## config.mk

```make
export PLATFORM = sky130hd
export DESIGN_NAME = cp0_exc_ctrl_flat
export DESIGN_NICKNAME = d
export VERILOG_FILES = /design/src/rtl/cp0_pkg.sv /design/src/rtl/cp0_exc_ctrl_if.sv /design/src/rtl/cp0_exc_ctrl_irq_sync.sv /design/src/rtl/cp0_exc_ctrl.sv /design/src/flat_wrapper.sv
export SDC_FILE = /design/constraint.sdc
export NUM_CORES = 1
export LEC_CHECK = 0
export BUFFER_PORTS_ARGS = -buffer_cell sky130_fd_sc_hd__buf_4
export CAP_MARGIN = 20
export CELL_PAD_IN_SITES_DETAIL_PLACEMENT = 1
export CELL_PAD_IN_SITES_GLOBAL_PLACEMENT = 2
export CORE_MARGIN = 2
export CORE_UTILIZATION = 23
export CTS_CLUSTER_DIAMETER = 40
export DETAILED_ROUTE_END_ITERATION = 10
export PLACE_DENSITY_LB_ADDON = 0.1
export SYNTH_ARGS = -nofsm -noshare
export SYNTH_HDL_FRONTEND = slang
export SYNTH_SLANG_ARGS = --single-unit
```

## constraint.sdc

```tcl
create_clock -name clk -period 3.2 [get_ports clk]
set_input_delay 0.8 -clock clk [delete_from_list [all_inputs] [get_ports clk]]
set_output_delay 0.8 -clock clk [all_outputs]
set_load 0.1 [all_outputs]
```

## src/rtl/cp0_pkg.sv

```systemverilog
// rtl/cp0_pkg.sv - shared CP0 exception sequencer types and constants
// Purpose: FSM state encoding, ExcCode values, CP0 register indices and
//          Status bit positions shared by the exception sequencer files.
package cp0_pkg;

  typedef enum logic [2:0] {
    S_IDLE,
    S_DRAIN,
    S_SAVE,
    S_VECTOR,
    S_ERET
  } exc_state_e;

  localparam logic [4:0] EXC_INT = 5'd0;
  localparam logic [4:0] EXC_SYS = 5'd8;

  localparam int CP0_STATUS = 12;
  localparam int CP0_CAUSE  = 13;
  localparam int CP0_EPC    = 14;

  localparam int ST_IE  = 0;
  localparam int ST_EXL = 1;

endpackage

```

## src/rtl/cp0_exc_ctrl_if.sv

```systemverilog
// rtl/cp0_exc_ctrl_if.sv - pipeline/CP0 side bundle of the exception sequencer
// Purpose: groups the request, status and strobe signals between the ID/WB
//          control, the CP0 file and the exception sequencer.
// Modports: slave  - the sequencer (requests/status in, strobes out)
//           master - the pipeline/CP0 environment (the opposite directions)
interface cp0_exc_ctrl_if #(
  parameter int NUM_IRQ = 6
);
  import cp0_pkg::*;

  logic [NUM_IRQ-1:0] irq;
  logic               syscall_req;
  logic [29:0]        syscall_pc;
  logic               eret_req;
  logic [29:0]        resume_pc;
  logic               pipe_empty;
  logic               status_ie;
  logic               status_exl;
  logic [NUM_IRQ-1:0] status_im;
  logic [31:0]        epc_in;

  logic               stall;
  logic               flush;
  logic               epc_we;
  logic [31:0]        epc_wdata;
  logic               cause_we;
  logic [4:0]         cause_exc;
  logic [NUM_IRQ-1:0] cause_ip;
  logic               exl_set;
  logic               exl_clr;
  logic               redir_valid;
  logic [31:0]        redir_pc;
  logic               busy;

  modport slave (
    input  irq, syscall_req, syscall_pc, eret_req, resume_pc, pipe_empty,
           status_ie, status_exl, status_im, epc_in,
    output stall, flush, epc_we, epc_wdata, cause_we, cause_exc, cause_ip,
           exl_set, exl_clr, redir_valid, redir_pc, busy
  );

  modport master (
    output irq, syscall_req, syscall_pc, eret_req, resume_pc, pipe_empty,
           status_ie, status_exl, status_im, epc_in,
    input  stall, flush, epc_we, epc_wdata, cause_we, cause_exc, cause_ip,
           exl_set, exl_clr, redir_valid, redir_pc, busy
  );

endinterface

```

## src/rtl/cp0_exc_ctrl_irq_sync.sv

```systemverilog
// rtl/cp0_exc_ctrl_irq_sync.sv - two-flop synchronizer for external IRQ lines
// Purpose: brings asynchronous interrupt requests into the clk domain.
// Ports: clk, rst (async, active-high), d_i raw lines, q_o synchronized lines.
module irq_sync #(
  parameter int W = 1
) (
  input  logic         clk,
  input  logic         rst,
  input  logic [W-1:0] d_i,
  output logic [W-1:0] q_o
);

  logic [W-1:0] s1_q;
  logic [W-1:0] s2_q;

  always_ff @(posedge clk or posedge rst) begin
    if (rst) begin
      s1_q <= '0;
      s2_q <= '0;
    end else begin
      s1_q <= d_i;
      s2_q <= s1_q;
    end
  end

  assign q_o = s2_q;

endmodule

```

## src/rtl/cp0_exc_ctrl.sv

```systemverilog
// rtl/cp0_exc_ctrl.sv - CP0 exception/interrupt sequencer
// Purpose: arbitrates syscall > ERET > interrupt, stalls and drains the
//          pipeline, issues EPC/Cause/Status.EXL write strobes and redirects
//          fetch to VECTOR_PC or back to EPC.
// Ports: clk, rst (async, active-high); bus (cp0_exc_ctrl_if.slave) carries
//        requests, Status fields, epc_in and all strobe/redirect outputs.
// Option: CP0_IRQ_SYNC_EN inserts a 2-flop synchronizer ahead of the
//         pending-IRQ latch (adds 2 cycles of interrupt latency).
module cp0_exc_ctrl
  import cp0_pkg::*;
#(
  parameter int          NUM_IRQ   = 6,
  parameter logic [31:0] VECTOR_PC = 32'h0000_4180,
  parameter int          DRAIN_MAX = 8
) (
  input  logic          clk,
  input  logic          rst,
  cp0_exc_ctrl_if.slave bus
);

  localparam int            CW       = (DRAIN_MAX > 1) ? $clog2(DRAIN_MAX) : 1;
  localparam logic [CW-1:0] CNT_LAST = CW'(DRAIN_MAX - 1);

  exc_state_e         state_q, state_d;
  logic [CW-1:0]      cnt_q, cnt_d;
  logic [NUM_IRQ-1:0] pend_q, irq_src;
  logic               int_ok;

  logic               stall_q, stall_d, flush_q, flush_d;
  logic               epc_we_q, epc_we_d, cause_we_q, cause_we_d;
  logic               exl_set_q, exl_set_d, exl_clr_q, exl_clr_d;
  logic               redir_valid_q, redir_valid_d;
  logic [31:0]        epc_wdata_q, epc_wdata_d, redir_pc_q, redir_pc_d;
  logic [4:0]         cause_exc_q, cause_exc_d;
  logic [NUM_IRQ-1:0] cause_ip_q, cause_ip_d;

`ifdef CP0_IRQ_SYNC_EN
  irq_sync #(.W(NUM_IRQ)) u_irq_sync (
    .clk (clk),
    .rst (rst),
    .d_i (bus.irq),
    .q_o (irq_src)
  );
`else
  assign irq_src = bus.irq;
`endif

  assign int_ok = (|(pend_q & bus.status_im)) & bus.status_ie & ~bus.status_exl;

  // Outputs are computed for the state being entered and registered, so every
  // strobe is a clean flop output aligned with its state.
  always_comb begin
    state_d       = state_q;
    cnt_d         = cnt_q;
    epc_wdata_d   = epc_wdata_q;
    cause_exc_d   = cause_exc_q;
    cause_ip_d    = cause_ip_q;
    redir_pc_d    = redir_pc_q;
    stall_d       = 1'b0;
    flush_d       = 1'b0;
    epc_we_d      = 1'b0;
    cause_we_d    = 1'b0;
    exl_set_d     = 1'b0;
    exl_clr_d     = 1'b0;
    redir_valid_d = 1'b0;
    unique case (state_q)
      S_IDLE: begin
        if (bus.syscall_req || (!bus.eret_req && int_ok)) begin
          state_d     = S_DRAIN;
          cnt_d       = '0;
          cause_exc_d = bus.syscall_req ? EXC_SYS : EXC_INT;
          cause_ip_d  = pend_q & bus.status_im;
          stall_d     = 1'b1;
        end else if (bus.eret_req) begin
          state_d       = S_ERET;
          redir_valid_d = 1'b1;
          redir_pc_d    = bus.epc_in;
          exl_clr_d     = 1'b1;
          flush_d       = 1'b1;
        end
      end
      S_DRAIN: begin
        stall_d = 1'b1;
        if (bus.pipe_empty || cnt_q == CNT_LAST) begin
          state_d     = S_SAVE;
          epc_wdata_d = {(cause_exc_q == EXC_SYS) ? bus.syscall_pc : bus.resume_pc, 2'b00};
          epc_we_d    = 1'b1;
          cause_we_d  = 1'b1;
          exl_set_d   = 1'b1;
        end else begin
          cnt_d = cnt_q + CW'(1);
        end
      end
      S_SAVE: begin
        state_d       = S_VECTOR;
        redir_valid_d = 1'b1;
        redir_pc_d    = VECTOR_PC;
        flush_d       = 1'b1;
      end
      S_VECTOR, S_ERET: state_d = S_IDLE;
      default:          state_d = S_IDLE;
    endcase
  end

  always_ff @(posedge clk or posedge rst) begin
    if (rst) begin
      state_q       <= S_IDLE;
      cnt_q         <= '0;
      pend_q        <= '0;
      stall_q       <= 1'b0;
      flush_q       <= 1'b0;
      epc_we_q      <= 1'b0;
      cause_we_q    <= 1'b0;
      exl_set_q     <= 1'b0;
      exl_clr_q     <= 1'b0;
      redir_valid_q <= 1'b0;
      epc_wdata_q   <= '0;
      redir_pc_q    <= '0;
      cause_exc_q   <= '0;
      cause_ip_q    <= '0;
    end else begin
      state_q       <= state_d;
      cnt_q         <= cnt_d;
      pend_q        <= irq_src;
      stall_q       <= stall_d;
      flush_q       <= flush_d;
      epc_we_q      <= epc_we_d;
      cause_we_q    <= cause_we_d;
      exl_set_q     <= exl_set_d;
      exl_clr_q     <= exl_clr_d;
      redir_valid_q <= redir_valid_d;
      epc_wdata_q   <= epc_wdata_d;
      redir_pc_q    <= redir_pc_d;
      cause_exc_q   <= cause_exc_d;
      cause_ip_q    <= cause_ip_d;
    end
  end

  assign bus.stall       = stall_q;
  assign bus.flush       = flush_q;
  assign bus.epc_we      = epc_we_q;
  assign bus.epc_wdata   = epc_wdata_q;
  assign bus.cause_we    = cause_we_q;
  assign bus.cause_exc   = cause_exc_q;
  assign bus.cause_ip    = cause_ip_q;
  assign bus.exl_set     = exl_set_q;
  assign bus.exl_clr     = exl_clr_q;
  assign bus.redir_valid = redir_valid_q;
  assign bus.redir_pc    = redir_pc_q;
  assign bus.busy        = (state_q != S_IDLE);

endmodule

```

## src/flat_wrapper.sv

```systemverilog
// flat-port wrapper written by rule: the top's interface ports become plain ports
module cp0_exc_ctrl_flat import cp0_pkg::*;
#(
  parameter int          NUM_IRQ   = 6,
  parameter logic [31:0] VECTOR_PC = 32'h0000_4180,
  parameter int          DRAIN_MAX = 8
)
  (clk, rst, bus_irq, bus_syscall_req, bus_syscall_pc, bus_eret_req, bus_resume_pc, bus_pipe_empty, bus_status_ie, bus_status_exl, bus_status_im, bus_epc_in, bus_stall, bus_flush, bus_epc_we, bus_epc_wdata, bus_cause_we, bus_cause_exc, bus_cause_ip, bus_exl_set, bus_exl_clr, bus_redir_valid, bus_redir_pc, bus_busy);
  cp0_exc_ctrl_if #(.NUM_IRQ(NUM_IRQ)) bus_i ();
  input  logic clk;
  input  logic rst;
  input wire logic [$bits(bus_i.irq)-1:0] bus_irq;
  input wire logic [$bits(bus_i.syscall_req)-1:0] bus_syscall_req;
  input wire logic [$bits(bus_i.syscall_pc)-1:0] bus_syscall_pc;
  input wire logic [$bits(bus_i.eret_req)-1:0] bus_eret_req;
  input wire logic [$bits(bus_i.resume_pc)-1:0] bus_resume_pc;
  input wire logic [$bits(bus_i.pipe_empty)-1:0] bus_pipe_empty;
  input wire logic [$bits(bus_i.status_ie)-1:0] bus_status_ie;
  input wire logic [$bits(bus_i.status_exl)-1:0] bus_status_exl;
  input wire logic [$bits(bus_i.status_im)-1:0] bus_status_im;
  input wire logic [$bits(bus_i.epc_in)-1:0] bus_epc_in;
  output wire logic [$bits(bus_i.stall)-1:0] bus_stall;
  output wire logic [$bits(bus_i.flush)-1:0] bus_flush;
  output wire logic [$bits(bus_i.epc_we)-1:0] bus_epc_we;
  output wire logic [$bits(bus_i.epc_wdata)-1:0] bus_epc_wdata;
  output wire logic [$bits(bus_i.cause_we)-1:0] bus_cause_we;
  output wire logic [$bits(bus_i.cause_exc)-1:0] bus_cause_exc;
  output wire logic [$bits(bus_i.cause_ip)-1:0] bus_cause_ip;
  output wire logic [$bits(bus_i.exl_set)-1:0] bus_exl_set;
  output wire logic [$bits(bus_i.exl_clr)-1:0] bus_exl_clr;
  output wire logic [$bits(bus_i.redir_valid)-1:0] bus_redir_valid;
  output wire logic [$bits(bus_i.redir_pc)-1:0] bus_redir_pc;
  output wire logic [$bits(bus_i.busy)-1:0] bus_busy;
  assign bus_i.irq = bus_irq;
  assign bus_i.syscall_req = bus_syscall_req;
  assign bus_i.syscall_pc = bus_syscall_pc;
  assign bus_i.eret_req = bus_eret_req;
  assign bus_i.resume_pc = bus_resume_pc;
  assign bus_i.pipe_empty = bus_pipe_empty;
  assign bus_i.status_ie = bus_status_ie;
  assign bus_i.status_exl = bus_status_exl;
  assign bus_i.status_im = bus_status_im;
  assign bus_i.epc_in = bus_epc_in;
  assign bus_stall = bus_i.stall;
  assign bus_flush = bus_i.flush;
  assign bus_epc_we = bus_i.epc_we;
  assign bus_epc_wdata = bus_i.epc_wdata;
  assign bus_cause_we = bus_i.cause_we;
  assign bus_cause_exc = bus_i.cause_exc;
  assign bus_cause_ip = bus_i.cause_ip;
  assign bus_exl_set = bus_i.exl_set;
  assign bus_exl_clr = bus_i.exl_clr;
  assign bus_redir_valid = bus_i.redir_valid;
  assign bus_redir_pc = bus_i.redir_pc;
  assign bus_busy = bus_i.busy;
  cp0_exc_ctrl #(.NUM_IRQ(NUM_IRQ), .VECTOR_PC(VECTOR_PC), .DRAIN_MAX(DRAIN_MAX)) u_core (.clk(clk), .rst(rst), .bus(bus_i));
endmodule
```

# [After elaboration in Yosys (flattened, before gate mapping)]
# Cells that the tools add are included.
[totals] output_inout_bits=83 inputBits=111 register_bits=89
[op_classes] bitwise_logic=4 n_eq_ne=10 reduce_logical=14 n_addsub=1 mux=20
[ops] operator="2-to-1 mux 32 bit" n=2
[ops] operator="one-hot mux 32 bit (2 select lines)" n=1
[ops] operator="2-to-1 mux 30 bit" n=1
[ops] operator="2-to-1 mux 3 bit" n=5
[ops] operator="one-hot mux 3 bit (3 select lines)" n=1
[ops] operator="bitwise AND 6 bit" n=1
[ops] operator="2-to-1 mux 1 bit" n=6
[ops] operator="!= test 2 bit (second input constant)" n=3
[ops] operator="one-hot mux 3 bit (2 select lines)" n=1
[ops] operator="AND reduction 2 bit" n=3
[ops] operator="AND reduction 3 bit" n=2
[ops] operator="OR reduction 6 bit" n=1
[ops] operator="equality test 5 x 4 -> 1 bit (second input constant)" n=1
[ops] operator="2-to-1 mux 4 bit" n=1
[ops] operator="!= test 2 x 1 -> 1 bit (second input constant)" n=2
[ops] operator="one-hot mux 1 bit (2 select lines)" n=2
[ops] operator="nonzero test 2 bit" n=2
[ops] operator="adder 3 x 1 -> 3 bit (second input constant)" n=1
[ops] operator="equality test 3 x 1 -> 1 bit (second input constant)" n=1
[ops] operator="equality test 3 x 2 -> 1 bit (second input constant)" n=1
[ops] operator="equality test 3 bit (second input constant)" n=1
[ops] operator="logical NOT 3 bit" n=1
[ops] operator="!= test 3 x 2 -> 1 bit (second input constant)" n=1
[ops] operator="nonzero test 3 bit" n=1
[ops] operator="other kinds (5)" n=7

# [Depth between registers and ports, before layout]
[logic_depth] word_depth=8 mapped_depth=9 ltp_nobuf=6

# [Worst setup path before layout]
# Ideal clock, no wire load.
[synth_path] path_type="register to output" startpoint="register u_core.epc_we_q, in the netlist u_core.bus.epc_we" endpoint="output bus_epc_we" slack_ns=1.059 arrival_time_ns=1.341 stages_incl_launch_ff=2 required_ns=2.400 cell_sequence="dfrtp_1 > buf_4"
[synth_lines] item="from (decl)" line="cp0_exc_ctrl.sv:30" source="logic epc_we_q, epc_we_d, cause_we_q, cause_we_d;"
[synth_lines] item="from (signal assigned)" line="cp0_exc_ctrl.sv:127" source="epc_we_q <= epc_we_d;"
[synth_lines] item="to (decl)" line="flat_wrapper.sv:24" source="output wire logic [$bits(bus_i.epc_we)-1:0] bus_epc_we;"
# No word-level cell between the ends.

# [Worst setup path in the final report]
[layout_path] startpoint="register u_core.state_q[1]" endpoint="output bus_busy"
[layout_via] elab_chain_len=1
[layout_rtl] item="from (decl)" line="cp0_exc_ctrl.sv:24" source="exc_state_e state_q, state_d;"
[layout_rtl] item="from (signal assigned)" line="cp0_exc_ctrl.sv:122" source="state_q <= state_d;"
[layout_rtl] item="nonzero test 3 bit" line="cp0_exc_ctrl.sv:150" source="assign bus.busy = (state_q != S_IDLE);"
[layout_rtl] item="to (decl)" line="flat_wrapper.sv:33" source="output wire logic [$bits(bus_i.busy)-1:0] bus_busy;"
# Every way passes these cells.

==> flow_summary.json <==
{
  "status": "finished, final reports clean",
  "rr_worst_depth": 7,
  "cts_buffer_depth": 2,
  "cts_tree": "yes",
  "syn_avg_cell_area_um2": 11.8,
  "routed_wl_mm": 10.4,
  "vias_per_cell": 4.30,
  "reg2reg_to": "u_core.bus.epc_wdata[28]",
  "first_pass_iters": 4,
  "hold_class": "input pin to asynchronous set/reset pin",
  "setup_tns_ps": 0,
  "pin_count": 194,
  "coreArea_mm2": 0.0151,
  "drc_errors": 0,
  "final_cell_mix": "buf_4 (192), dfrtp_1 (84), mux2i_1 (37)",
  "nNetsFinal": 594,
  "vias": 2892,
  "fp.dieH_um": 128,
  "start_util_pct": 23.4,
  "rsz0062_at_grt": "no",
  "gp_congestion": 0.670,
  "cts_sinks": 85,
  "endpoint_kind": "primary output",
  "grt_pass1_vias": 3092,
  "cts-resized-gates": 0,
  "holdBufCountCts": 0,
  "yosysUniqueCellTypes": 30,
  "layout_commonest_cell": "buf_4",
  "start_kind": "flop",
  "fin_skew_ps": 10.1,
  "synth_seq_cells": 85,
  "netlist_area_mm2": 0.00354,
  "antenna_found_initial": 0,
  "worst_pin_slew_ps": 758,
  "endpoint": "bus_busy",
  "die_x_um": 128,
  "dieArea_mm2": 0.0164,
  "grt_pass1_wl_mm": 16.1,
  "period_share_pct": 70.8,
  "root_buffer": "clkbuf_16",
  "setup_viol": 0,
  "final_antenna_net_count": 0,
  "finalCriticalPeriod_ps": 2270,
  "portBuffers": 187,
  "clk_pin_slew_ps": 60,
  "cap_violations": 0,
  "post_cts_buffers": 0,
  "grt_max_degree": 62,
  "grt_util_all_layers_pct": 12.8,
  "drv_slew": 0,
  "crit_fanout": 11,
  "cp.required_ps": 2400,
  "drive_above_1_share_pct": 44.1,
  "syn_inst": 301,
  "diodes": 0,
  "ys_seq_area_share_pct": 60.0,
  "hold_viol": 0,
  "dp_hpwl_mm": 7.81,
  "crit_arrival_ps": 1470,
  "critical_path_class": "flop to primary output",
  "startpoint": "u_core.state_q[1]",
  "numCtsBuffers": 9,
  "slew_headroom_pct": 49.5,
  "wl_per_cell_um": 15.4,
  "grt-ovfl-total": 0,
  "num_rows": 45,
  "htreeDepth": 3,
  "clk_latency_ps": 340,
  "area_growth_pct": 51.5,
  "r2r_slack_ps": 1060,
  "dr.first_iter.drc_count": 125,
  "yosysWarnings": 0,
  "r2r_start": "u_core.cnt_q[0]",
  "fmax_mhz": 441
}
[cell type report]
cell class                      count  area, µm²
Multi-Input combinational cell    179       1210
Clock buffer                       12        256
Inverter                           13       50.0
Sequential cell                    85       2130
Tap cell                          188        235
Timing Repair Buffer              193       1460
Clock inverter                      3       21.3
Fill cell                        1692       9780
[metrics by stage]
stage                     instance area [µm²]  util [%]  cells  setup WS (ps)  hold slack (ps)
after floorplan                          3560         -    306            207              506
after global placement                   5090      33.6    658            936              491
after detailed placement                 5090      33.6    658            918              497
after CTS                                5370      35.4    673            895              421
after global routing                     5370      35.4    673            829              439
final                                    5370      35.4    673            934              426
[state kept, by name (all words and copies together), names as in the netlist, 3 cells and up]
signal,count
u_core.bus.cause_ip,6
u_core.bus.epc_wdata,30
u_core.bus.redir_pc,32
u_core.cnt_q,3
u_core.pend_q,6
u_core.state_q,3
[kinds of logic after synthesis]
kind of cell    after synthesis  share of synthesized area [%]
flops                        85                           60.0
fa+ha+maj                     2                          0.706
simple gates                 55                           7.07
mux                          37                           10.5
buf+inv                      42                           6.32
compound gates               79                           15.3
other cells                   1                          0.106
[synth_stat cells]
cell type  instances  area [µm²]
ha_1               2        25.0
o21ai_0            4        20.0
o221ai_1           3        26.3
nor2_1            35         131
a222oi_1           1        10.0
nor3b_1            1        7.51
buf_4              9        67.6
buf_6              2        22.5
inv_2              1        3.75
dfrtp_1           85        2130
mux2i_1           37         370
inv_1             11        41.3
o21bai_1           1        7.51
clkbuf_1           4        15.0
o21ai_1            1        5.00
o21a_1             1        7.51
a22oi_1            2        15.0
or2_1              1        6.26
a22o_1            29         254
buf_2             14        70.1
o22a_1             3        26.3
and3_1             1        6.26
nor3_1             2        10.0
and4_1             1        8.76
conb_1             1        3.75
nor2b_1            1        6.26
nand2_1           11        41.3
a21oi_1           34         170
nor3_4             2        32.5
clkinv_1           1        3.75
[per-layer routing]
metal	vias up	global-route usage [%]	part of all wire, %
li1	1402	-	-
met1	1370	15.1	43
met2	110	21.5	48
met3	10	4.76	8.0
met4	0	4.27	1.3
met5	-	0	0
[how the worst min path moves through the flow]
stage,startpoint,endpoint,slack [ps],cells after the start
floorplan,u_core.pend_q[3],u_core.bus.cause_ip[3],510,2
global placement,u_core.bus.redir_pc[21],u_core.bus.redir_pc[21],490,1
detailed placement,u_core.bus.redir_pc[13],u_core.bus.redir_pc[13],500,1
CTS,rst,u_core.bus.cause_ip[3],420,2
global route,rst,u_core.pend_q[3],440,2
finish,rst,u_core.bus.cause_ip[3],430,2
[critical path: stages, from the launching register on]
cell and delay, ps:
dfrtp_1 530, nor3_4 270, inv_2 80, buf_4 240
Power is left out: the tool's default activity adds up to more than one toggle a clock period on the data nets, which glitch-free logic cannot reach.
